**config.mk**
```make
export PLATFORM = sky130hd
export DESIGN_NAME = chess_clock_ctrl
export DESIGN_NICKNAME = d
export VERILOG_FILES = /design/src/rtl/chess_clock_ctrl.sv
export SDC_FILE = /design/constraint.sdc
export NUM_CORES = 1
export LEC_CHECK = 0
export CAP_MARGIN = 20
export CORE_AREA = 2 2 86 130
export CTS_CLUSTER_DIAMETER = 120
export CTS_CLUSTER_SIZE = 40
export DETAILED_ROUTE_END_ITERATION = 10
export DIE_AREA = 0 0 88 132
export GPL_TIMING_DRIVEN = 0
export HOLD_SLACK_MARGIN = 0.1
export PLACE_DENSITY = 0.79
export SLEW_MARGIN = 10
export SYNTH_ARGS = -nofsm -noshare
export SYNTH_HDL_FRONTEND = slang
export SYNTH_SLANG_ARGS = --single-unit
```
**constraint.sdc**
```tcl
create_clock -name clk -period 5.06 [get_ports clk]
set_input_delay 0.759 -clock clk [delete_from_list [all_inputs] [get_ports clk]]
set_output_delay 0.759 -clock clk [all_outputs]
set_load 0.005 [all_outputs]
```
**src/rtl/chess_clock_ctrl.sv**
```systemverilog
// chess_clock_ctrl: front-end control for the chess-clock timekeeper.
// Synchronises and debounces the four panel buttons, runs the game FSM
// (idle / run P1 / run P2 / paused / over), produces the one-second tick
// and the per-player run enables, and resolves the winner from the
// timekeeper's time-up flags and the surrender buttons.
//
// Ports
//   clk, reset                 clock, async active-high reset
//   btn_start, btn_switch_turn raw panel buttons (async, bouncy)
//   btn_surrender_p1/_p2       raw surrender buttons (async, bouncy)
//   time_up_p1/_p2             time exhausted flags (clk domain, level)
//   sec_tick                   1-cycle pulse per elapsed second of play
//   run_p1, run_p2, paused     state levels
//   game_over, winner          sticky result; winner 01 P1, 10 P2, 11 draw

// Per-button sync + debounce; rise_o pulses once per accepted 0->1 change.
module chess_clock_db #(
    parameter int DB_CYCLES = 500_000
) (
    input  logic clk_i,
    input  logic rst_i,
    input  logic btn_i,
    output logic rise_o
);
    localparam int CW = $clog2(DB_CYCLES);

    logic          s1_q, s2_q, lvl_q, rise_q;
    logic [CW-1:0] cnt_q;

    always_ff @(posedge clk_i or posedge rst_i) begin
        if (rst_i) begin
            s1_q   <= 1'b0;
            s2_q   <= 1'b0;
            lvl_q  <= 1'b0;
            rise_q <= 1'b0;
            cnt_q  <= '0;
        end else begin
            s1_q   <= btn_i;
            s2_q   <= s1_q;
            rise_q <= 1'b0;
            if (s2_q == lvl_q) begin
                cnt_q <= '0;
            end else if (cnt_q == CW'(DB_CYCLES - 1)) begin
                // DB_CYCLES consecutive differing samples: accept the change
                lvl_q  <= s2_q;
                cnt_q  <= '0;
                rise_q <= s2_q;
            end else begin
                cnt_q <= cnt_q + 1'b1;
            end
        end
    end

    assign rise_o = rise_q;
endmodule

module chess_clock_ctrl #(
    parameter int CLK_DIV   = 50_000_000,
    parameter int DB_CYCLES = 500_000
) (
    input  logic       clk,
    input  logic       reset,
    input  logic       btn_start,
    input  logic       btn_switch_turn,
    input  logic       btn_surrender_p1,
    input  logic       btn_surrender_p2,
    input  logic       time_up_p1,
    input  logic       time_up_p2,
    output logic       sec_tick,
    output logic       run_p1,
    output logic       run_p2,
    output logic       paused,
    output logic       game_over,
    output logic [1:0] winner
);
    localparam int PW = $clog2(CLK_DIV);

    typedef enum logic [2:0] {S_IDLE, S_RUN_P1, S_RUN_P2, S_PAUSED, S_OVER} state_t;

    logic [3:0] btn_raw, ev;
    assign btn_raw = {btn_surrender_p2, btn_surrender_p1, btn_switch_turn, btn_start};

    for (genvar g = 0; g < 4; g++) begin : g_btn
        chess_clock_db #(.DB_CYCLES(DB_CYCLES)) u_db (
            .clk_i (clk),
            .rst_i (reset),
            .btn_i (btn_raw[g]),
            .rise_o(ev[g])
        );
    end

    state_t        state_q, state_d;
    logic          resume_p2_q, resume_p2_d;  // runner to restore after pause
    logic [1:0]    win_d;
    logic [PW-1:0] pre_q, pre_d;
    logic          tick_d, lose1, lose2, in_play, run_now, run_next, count_en, clr;

    always_comb begin
        state_d     = state_q;
        resume_p2_d = resume_p2_q;
        win_d       = winner;
        in_play     = (state_q == S_RUN_P1) || (state_q == S_RUN_P2) || (state_q == S_PAUSED);
        lose1       = (ev[2] && in_play) || (time_up_p1 && state_q == S_RUN_P1);
        lose2       = (ev[3] && in_play) || (time_up_p2 && state_q == S_RUN_P2);
        case (state_q)
            S_IDLE: if (ev[0]) state_d = S_RUN_P1;
            S_RUN_P1, S_RUN_P2: begin
                if (lose1 || lose2) begin
                    state_d = S_OVER;
                    win_d   = {lose1, lose2};  // loser's opponent wins; both -> 11
                end else if (ev[0]) begin
                    state_d     = S_PAUSED;
                    resume_p2_d = (state_q == S_RUN_P2);
                end else if (ev[1]) begin
                    state_d = (state_q == S_RUN_P1) ? S_RUN_P2 : S_RUN_P1;
                end
            end
            S_PAUSED: begin
                if (lose1 || lose2) begin
                    state_d = S_OVER;
                    win_d   = {lose1, lose2};
                end else if (ev[0]) begin
                    state_d = resume_p2_q ? S_RUN_P2 : S_RUN_P1;
                end
            end
            default: ;
        endcase

        // Prescaler only advances while play continues into the next cycle, so
        // a switch carries the fraction over and pausing freezes it.
        run_now  = (state_q == S_RUN_P1) || (state_q == S_RUN_P2);
        run_next = (state_d == S_RUN_P1) || (state_d == S_RUN_P2);
        count_en = run_now && run_next;
        clr      = (state_q == S_IDLE) || (state_d == S_OVER);
        tick_d   = 1'b0;
        pre_d    = pre_q;
        if (clr) begin
            pre_d = '0;
        end else if (count_en) begin
            if (pre_q == PW'(CLK_DIV - 1)) begin
                pre_d  = '0;
                tick_d = 1'b1;
            end else begin
                pre_d = pre_q + 1'b1;
            end
        end
    end

    always_ff @(posedge clk or posedge reset) begin
        if (reset) begin
            state_q     <= S_IDLE;
            resume_p2_q <= 1'b0;
            pre_q       <= '0;
            sec_tick    <= 1'b0;
            run_p1      <= 1'b0;
            run_p2      <= 1'b0;
            paused      <= 1'b0;
            game_over   <= 1'b0;
            winner      <= 2'b00;
        end else begin
            state_q     <= state_d;
            resume_p2_q <= resume_p2_d;
            pre_q       <= pre_d;
            sec_tick    <= tick_d;
            run_p1      <= (state_d == S_RUN_P1);
            run_p2      <= (state_d == S_RUN_P2);
            paused      <= (state_d == S_PAUSED);
            game_over   <= (state_d == S_OVER);
            winner      <= (state_d == S_OVER) ? win_d : 2'b00;
        end
    end
endmodule

```
==> results of run 1 <==
[cell families (layout without fill, tap and decap cells)]
kind of cell / after synthesis / after routing / synth area share [%]
adder cells (fa/ha/maj): 5 / 5 / 0.978
AND/OR/NAND/NOR: 326 / 326 / 26.3
XOR/XNOR: 73 / 73 / 9.99
multiplexers: 6 / 6 / 1.02
flip-flops: 129 / 129 / 50.4
AO/OA/AOI/OAI: 66 / 66 / 7.25
buffers and inverters: 56 / 103 / 3.97
[per-layer routing]
layer	part of all wire [%]	track usage (%)
met1	39	30.7
met2	54	47.1
met3	3.7	5.20
met4	3.2	11.3
met5	0	0
[sequential cells by signal, summed over array words and instances, names as in the netlist]
register / flops
winner: 2
g_btn.u_db.rise_o: 4
g_btn.u_db.s2_q: 4
run_p1: 1
game_over: 1
g_btn.u_db.cnt_q: 76
resume_p2_q: 1
pre_q: 26
g_btn.u_db.s1_q: 4
paused: 1
run_p2: 1
g_btn.u_db.lvl_q: 4
state_q: 3
sec_tick: 1
[final timing paths]
kind	to	from
setup reg to reg	g_btn[2].u_db.cnt_q[10]	g_btn[2].u_db.cnt_q[0]
hold reg to reg	g_btn[3].u_db.s2_q	g_btn[3].u_db.s1_q
setup / recovery	pre_q[5]	time_up_p2
min in group asynchronous	g_btn[0].u_db.cnt_q[9]	reset
hold / removal	g_btn[3].u_db.s2_q	g_btn[3].u_db.s1_q
max in group asynchronous	winner[1]	reset
[synth_stat cells, drive strengths merged]
cell type    n
and2         4
nor2b        6
a21o         3
nand4       21
o221ai       6
clkbuf       4
and3b        4
xnor2       44
o21ai       10
a21oi        5
and3        11
o21bai       1
nor3        22
mux2         4
xor2        29
or3          6
o22ai        1
ha           5
nand3b       9
or4          4
buf         22
and4        12
nand4b       3
nand2b       4
nand2       43
mux2i        2
nor4        13
inv         30
nand3       50
a41oi        8
o2bb2ai      1
nor4b        3
o211ai       4
a31oi       27
nor2       105
or2          6
dfrtp      129
[per-stage QoR]
stage / total power, mW / cells
floorplan: 1.11 / 661
global placement: 1.13 / 819
detailed placement: 1.13 / 820
CTS: 2.45 / 852
global route: 2.51 / 852
finish: 2.44 / 852
[layout make-up]
type                            count  share of cell area, %
Clock buffer                       18                   5.80
Buffer                             26                   1.91
Timing Repair Buffer               15                   2.27
Inverter                           30                   1.59
Clock inverter                     14                   2.88
Multi-Input combinational cell    476                   39.4
Sequential cell                   129                   43.7
Tap cell                          144                   2.44
[worst max-delay path, stage by stage]
cell	delay [ns]
clkdlybuf4s50_1	0.42
nand2b_1	0.14
a41oi_4	0.18
nor4_4	0.51
buf_2	0.36
a31oi_1	0.13
a31oi_1	0.19
[where the power goes]
group | internal (mW) | switching, mW
Combinational | 0.0191 | 0.0399
Sequential | 1.04 | 0.0101
Clock | 0.872 | 0.455
==> impl_metrics.toml, run 1 <==
[cts]
cts.sink_count = 129
cts_tree = "yes"
cts_buffer_depth = 2
cts_resized = 0
cts-root-buf = "clkbuf_16"
cts_buffers = 17
path_clk_slew_ns = 0.06
htree_num_levels = 4
cts-hold-fix-buffers = 0
clk_latency_ns = 0.42
cts_setup_buffers = 0

[global_route]
grt_usage_pct = 26.7
antenna_found_initial = 0
grt_pass1_wl_um = 24500
grt_max_degree = 68
grt_pass1_vias = 5277
grt-ovfl-total = 0

[cells_and_area]
final_cell_mix = "dfrtp_1, nor2_1, nand3_1"
drive_gt1_share_pct = 10.2
multi_input_area_um2 = 2920
seq_area_um2 = 3230
final_area_um2 = 7390
fill_cells = 727
final_core_util_pct = 71.0
nNetsFinal = 708
antenna_cells = 0
areaGrowthSynthToFinish_pct = 15.5
final_common_cell = "dfrtp_1"

[detailed_routing]
drtAntennaViolNets = 0
vias = 5129
drc = 0
finalWirelength_um = 14400
drt-wirelength-per-cell_um = 16.9
initialDrtViolationCount = 294
via_per_inst = 6.02
dr.pass1.iters = 5

[timing]
fmax_mhz = 422
tightest_slew_ns = 0.653
holdWs_ns = 0.353
final.setup_skew_ns = 0.0105
min_period_ns = 2.37
drv_slew = 0
layout_setup_ws_ns = 2.69
finalSetupTns_ns = 0
finalHoldViolCount = 0
setup-violations-final = 0
rsz0062_at_grt = "false"
max_slew_margin_pct = 56.1
period_share_pct = 46.8

[die]
io_pins = 15
start_util_pct = 61.4
core_area_um2 = 10400
die-area_um2 = 11600
rows = 46
die_w_um = 88
die_y_um = 132

[hold_path]
whs_path_depth = 0
worstHoldPathType = "reg -> reg"

[logic_synthesis]
synth-seq-area-share_pct = 50.4
synth.avg_cell_area_um2 = 9.68
syn-cell-area_um2 = 6400
yosysUniqueCellTypes = 47
syn-num-nets = 674
synth.ff_latch_count = 129
netlist.top_cell.by_area = "dfrtp_1"
synth_warnings = 0
synth_cells = 661
synth_top_cell_area_share_pct = 50.4
synthTopCellsByArea = "dfrtp_1, nor2_1, xnor2_1"

[setup_path]
rrSetupSlack_ns = 2.82
cp-end-kind = "flop"
crit_fanout = 10
reg2regPathDepth = 7
arrival_ns = 2.70
worstPathRequired_ns = 5.39
critPathKind = "in -> reg"
critPathLaunchType = "input port"

[pwr]
p_per_area_nw_per_um2 = 330
p_leak_nw = 3.06
peakVddDrop_uv = 239

[run_status]
outcome = "complete, no violations"

[placed_design]
gp_congestion = 0.895
portBuffers = 14
dp_slack_ns = 2.31
dp_hpwl_um = 9190
post_dp_cell_area_um2 = 6750

[flow_run]
drv_cap = 0
Power figures use the tool's default switching activity.
==> run 2: changes to the inputs <==
- CORE_AREA: 2 2 86 130 -> 2 2 91 136
- DIE_AREA: 0 0 88 132 -> 0 0 93 138
- PLACE_DENSITY: 0.79 -> 0.75
- clock period: 5.06 -> 2.1 ns (I/O delays scaled with it)
==> impl_metrics.toml, run 2 (same netlist as run 1, synthesis figures left out) <==
[setup_path]
crit_fanout = 5
critPathKind = "reg -> reg"
max_stage_delay_ns = 0.55
critPathLaunchType = "flop"
crit_family = "simple AND/OR/NAND/NOR gates"
rrSetupSlack_ns = -0.02
crit_chain = "or4_4 > nor3_4 > nand4_1 > buf_2 > a41oi_1 > a31oi_1"
critPathSlowestCell = "or4_4"
cp-end-kind = "flop"
worstPathRequired_ns = 2.39
arrival_ns = 2.41
worst-path-buf-inv = 1

[global_route]
grt_usage_pct = 22.6
grt_pass1_vias = 5165
grt_pass1_wl_um = 23700
grt-ovfl-total = 0
grt_max_degree = 37
antenna_found_initial = 0

[detailed_routing]
drtAntennaViolNets = 0
via_per_inst = 5.90
vias = 5172
drt-wirelength-per-cell_um = 16.1
dr.pass1.iters = 5
finalWirelength_um = 14100
drc = 0
initialDrtViolationCount = 453

[die]
die_w_um = 93
core_area_um2 = 11800
die-area_um2 = 12800
io_pins = 15
die_y_um = 138
rows = 49
start_util_pct = 54.4

[pwr]
p_int_mw = 4.37
combinationalPowerShare_pct = 2.6
p_total_mw = 5.62
switchingPower_mw = 1.25
p_leak_nw = 3.18
clockPowerShare_pct = 52.3
switching_share_pct = 22.3
peakVddDrop_uv = 528
p_per_area_nw_per_um2 = 738
share_seq_of_total_power_pct = 45.1

[flow_run]
drv_cap = 0

[timing]
setup-violations-final = 1
min_period_ns = 2.12
drv_slew = 0
fmax_mhz = 471
layout_setup_ws_ns = -0.0215
finalSetupTns_ns = -0.0215
final.setup_skew_ns = 0.00867
rsz0062_at_grt = "true"
finalHoldViolCount = 0
max_slew_margin_pct = 59.1
tightest_slew_ns = 0.609
period_share_pct = 101

[cts]
cts_buffer_depth = 2
cts_tree = "yes"
path_clk_slew_ns = 0.06
htree_num_levels = 4
clk_latency_ns = 0.42
cts-root-buf = "clkbuf_16"
cts_buffers = 17
cts.sink_count = 129

[cells_and_area]
final_area_um2 = 7620
antenna_cells = 0
fill_cells = 943
top_regs = "g_btn.u_db.cnt_q: 76 flops, pre_q: 26 flops"
nNetsFinal = 724
final_cell_mix = "dfrtp_1, nor2_1, nand3_1"
areaGrowthSynthToFinish_pct = 19.0
drive_gt1_share_pct = 14.2
regMostFlops = "g_btn.u_db.cnt_q"
largest_register_ffs = 76
final_common_cell = "dfrtp_1"

[placed_design]
post_dp_cell_area_um2 = 6790
dp_hpwl_um = 9210
portBuffers = 14
gp_congestion = 0.906

[hold_path]
worstHoldPathType = "in -> async"

[run_status]
outcome = "finished, violations left"
violations = "negative setup slack"
run 2: metal layers:
layer	share of wire (%)	global-route usage, %	wire, um	up-vias
met5	0	0	0	-
met4	3.6	9.67	505	0
met3	5.4	5.40	762	46
met2	52	38.1	7310	178
met1	39	27.6	5530	2528
li1	-	-	-	2420
run 2: final cells by class:
cell class | instances | area (um^2) | area share (%)
plain buffers | 24 | 151 | 1.99
clock buffers | 19 | 453 | 5.95
clock inverters | 13 | 136 | 1.79
inverters | 30 | 116 | 1.53
multi-input cells | 476 | 3000 | 39.4
flip-flops and latches | 129 | 3230 | 42.4
well taps | 153 | 191 | 2.51
repair buffers | 33 | 335 | 4.40
run 2: stage by stage:
step	setup WS, ns	cells	hold WS [ns]	utilization [%]
2_1_floorplan	0.190	661	0.331	-
3_3_place_gp	-0.900	828	0.334	57.2
3_5_place_dp	-0.184	831	0.335	57.7
4_1_cts	0.0235	863	0.330	63.0
5_1_grt	-0.0972	877	0.330	64.7
6_report	-0.0215	877	0.322	64.7
run 2: path summary, 6_finish.rpt:
path,cells past startpoint,startpoint,to
min reg2reg,0,g_btn[0].u_db.s1_q,g_btn[0].u_db.s2_q
min in group clk,1,btn_start,g_btn[0].u_db.s1_q
min,2,reset,g_btn[3].u_db.cnt_q[3]
max reg2reg,6,pre_q[11],pre_q[11]
max,6,pre_q[11],pre_q[11]
max in group asynchronous,5,reset,pre_q[11]
run 2: power groups by stage:
stage          clock (mW)  combinational, mW  sequential (mW)
2_1_floorplan           0             0.0961             2.58
3_3_place_gp            0              0.133             2.58
3_5_place_dp            0              0.154             2.58
4_1_cts              2.95              0.155             2.54
5_1_grt              3.08              0.172             2.54
6_report             2.94              0.148             2.54
run 2: timing repair:
item / CTS / global route
hold buffers: 0 / 0
endpoints found under the setup margin: 49 / 67
gates resized for setup: 5 / 24
setup buffers: 0 / 14
gates cloned: 0 / 2
pin swaps: 0 / 9
==> variant: new RTL, config.mk and constraints of run 1 <==
Re-encode `state_t` (5 states) as Gray code, 3 bits wide.
--- a/src/rtl/chess_clock_ctrl.sv
+++ b/src/rtl/chess_clock_ctrl.sv
@@ -77,3 +77,3 @@
 
-    typedef enum logic [2:0] {S_IDLE, S_RUN_P1, S_RUN_P2, S_PAUSED, S_OVER} state_t;
+    typedef enum logic [2:0] {S_IDLE = 3'b000, S_RUN_P1 = 3'b001, S_RUN_P2 = 3'b011, S_PAUSED = 3'b010, S_OVER = 3'b110} state_t;
 
Behaviour: no difference found for any inputs over 10 cycles, from zero or initial values and one cycle with reset high; not proved beyond that.
==> variant against run 1 <==
Count of clock-buffer cells in the layout grew 5. Utilization shrank 1.9 points. Hold slack lost 0.0045 ns. Sequential cell count is the same. Setup slack lost 0.55 ns. Total power shrank 6.8%. Synthesized area shrank 1.9%. Cell area shrank 2.7%. Routed wire length shrank 11%. Combinational power shrank 4.1%. Critical path type unchanged.
==> variant: results (changes against run 1) <==
- Layout cells sized above 1: 7.30% (-2.9 points)
- Status: complete, no violations
- Unique cell type count in the Yosys netlist: 49 (+4.3%)
- Sw power: 461 uW (-8.9%)
- Final non-filler cell area: 0.00719 sq mm (-2.7%)
- Syn Nets: 654 (-3.0%)
- Met1 Wirelength: 5.13 mm (-7.6%)
- Vias in the first global route: 4901 (-7.1%)
- Met3 usage: 6.57% (+1.4 points)
- Grt met1 use: 27.9% (-2.8 points)
- Clk_skew: 0.00471 ns (-0.00576 ns)
- Maximum vdd drop: 0.234 mV (-2.1%)
- Gpl congestion: 0.932 (+4.1%)
- Post-synthesis sequential area ratio: 51.4% (+0.98 points)
- Wire length on met3: 521 microns (-3.3%)
- Num CTS Buffers: 17 (unchanged)
- GRT Util Overall: 24.2% (-2.5 points)
- DRT Pass-1 Iters: 5 (unchanged)
- Initial DRC count: 181 (-38%)
- Crit path max fanout: 10 (unchanged)
- Slew HR: 33.2% (-23 points)
- DP Wirelength: 8.69 mm (-5.5%)
- Largest net degree at the start of global routing: 84 (+24%)
- Leak: 2.87 nW (-6.3%)
- Nets@finish: 688 (-2.8%)
- Biggest regs: g_btn.u_db.cnt_q x76, pre_q x26
- Cell Area, Placed: 0.00663 sq mm (-1.8%)
- Worst path arrival time: 3.24 ns (+0.54 ns)
- Most instantiated cells after synthesis: dfrtp_1 (129), nor2_1 (109), xnor2_1 (45)
- Met2 WL post-DR: 6.98 mm (-11%)
- Largest cells by area after synthesis: dfrtp_1 (51%), nor2_1 (6.5%), xnor2_1 (6.3%)
- Vias per cell: 5.84 (-3.0%)
- Filler instances: 760 (+4.5%)
- Post-CTS Resized: 0 (unchanged)
- Clock transition at path regs: roughly 0.05 ns
- DRT Wirelength: 12.9 mm (-11%)
- Clk pwr share: 51.2% (-3.2 points)
- First-pass GRT wire length: 22.1 mm (-9.7%)
[variant: cell count changes in the layout (fill, tap and decap cells not counted), moves of 10 or more]
cell	delta
or4_1	+12
nand3_1	-10
a31oi_1	-25
a21oi_1	+13
buf_2	-15
clkbuf_1	+12
[variant: layout make-up]
cell class                 count  share of cell area, %
clock inverter                 6                   1.15
sequential                   129                   44.9
timing repair buffer          15                   2.33
clock buffer                  23                   6.65
buffer                        21                   1.29
tap                          144                   2.51
inverter                      20                   1.11
multi-input combinational    471                   40.1
[variant: cells by family after synthesis]
group                      Yosys count  share of synthesized area (%)
buffers and inverters               41                           2.67
and+or+nand+nor                    334                           28.2
muxes                                5                          0.897
adders and majority gates            5                          0.997
xor gates and xnor gates            82                           11.4
AOI/OAI and AO/OA                   45                           4.39
DFF                                129                           51.4
[variant: final timing paths]
path	start	end	slack [ns]	cells past startpoint
hold reg to reg	g_btn[2].u_db.s1_q	g_btn[2].u_db.s2_q	0.35	0
setup reg to reg	pre_q[0]	pre_q[14]	2.31	6
max in group asynchronous	reset	pre_q[12]	3.57	3
hold / removal	g_btn[2].u_db.s1_q	g_btn[2].u_db.s2_q	0.35	0
min in group asynchronous	reset	g_btn[2].u_db.cnt_q[5]	0.74	2
setup / recovery	time_up_p1	pre_q[3]	2.14	8
[variant: worst max-delay path, stage by stage]
cell	delay, ns
clkdlybuf4s50_1	0.49
nand2b_1	0.07
a211oi_2	0.56
or3_1	0.24
clkbuf_1	0.41
clkbuf_1	0.42
nand2_1	0.11
a31oi_1	0.18
[variant: per-stage QoR]
stage                     total power [mW]  instances  worst slack [ns]
after floorplan                       1.11        641             0.860
after CTS                             2.29        829              2.17
final                                 2.27        829              2.14
after global routing                  2.35        829              1.94
after detailed placement              1.13        800              1.77
after global placement                1.12        799            -0.718
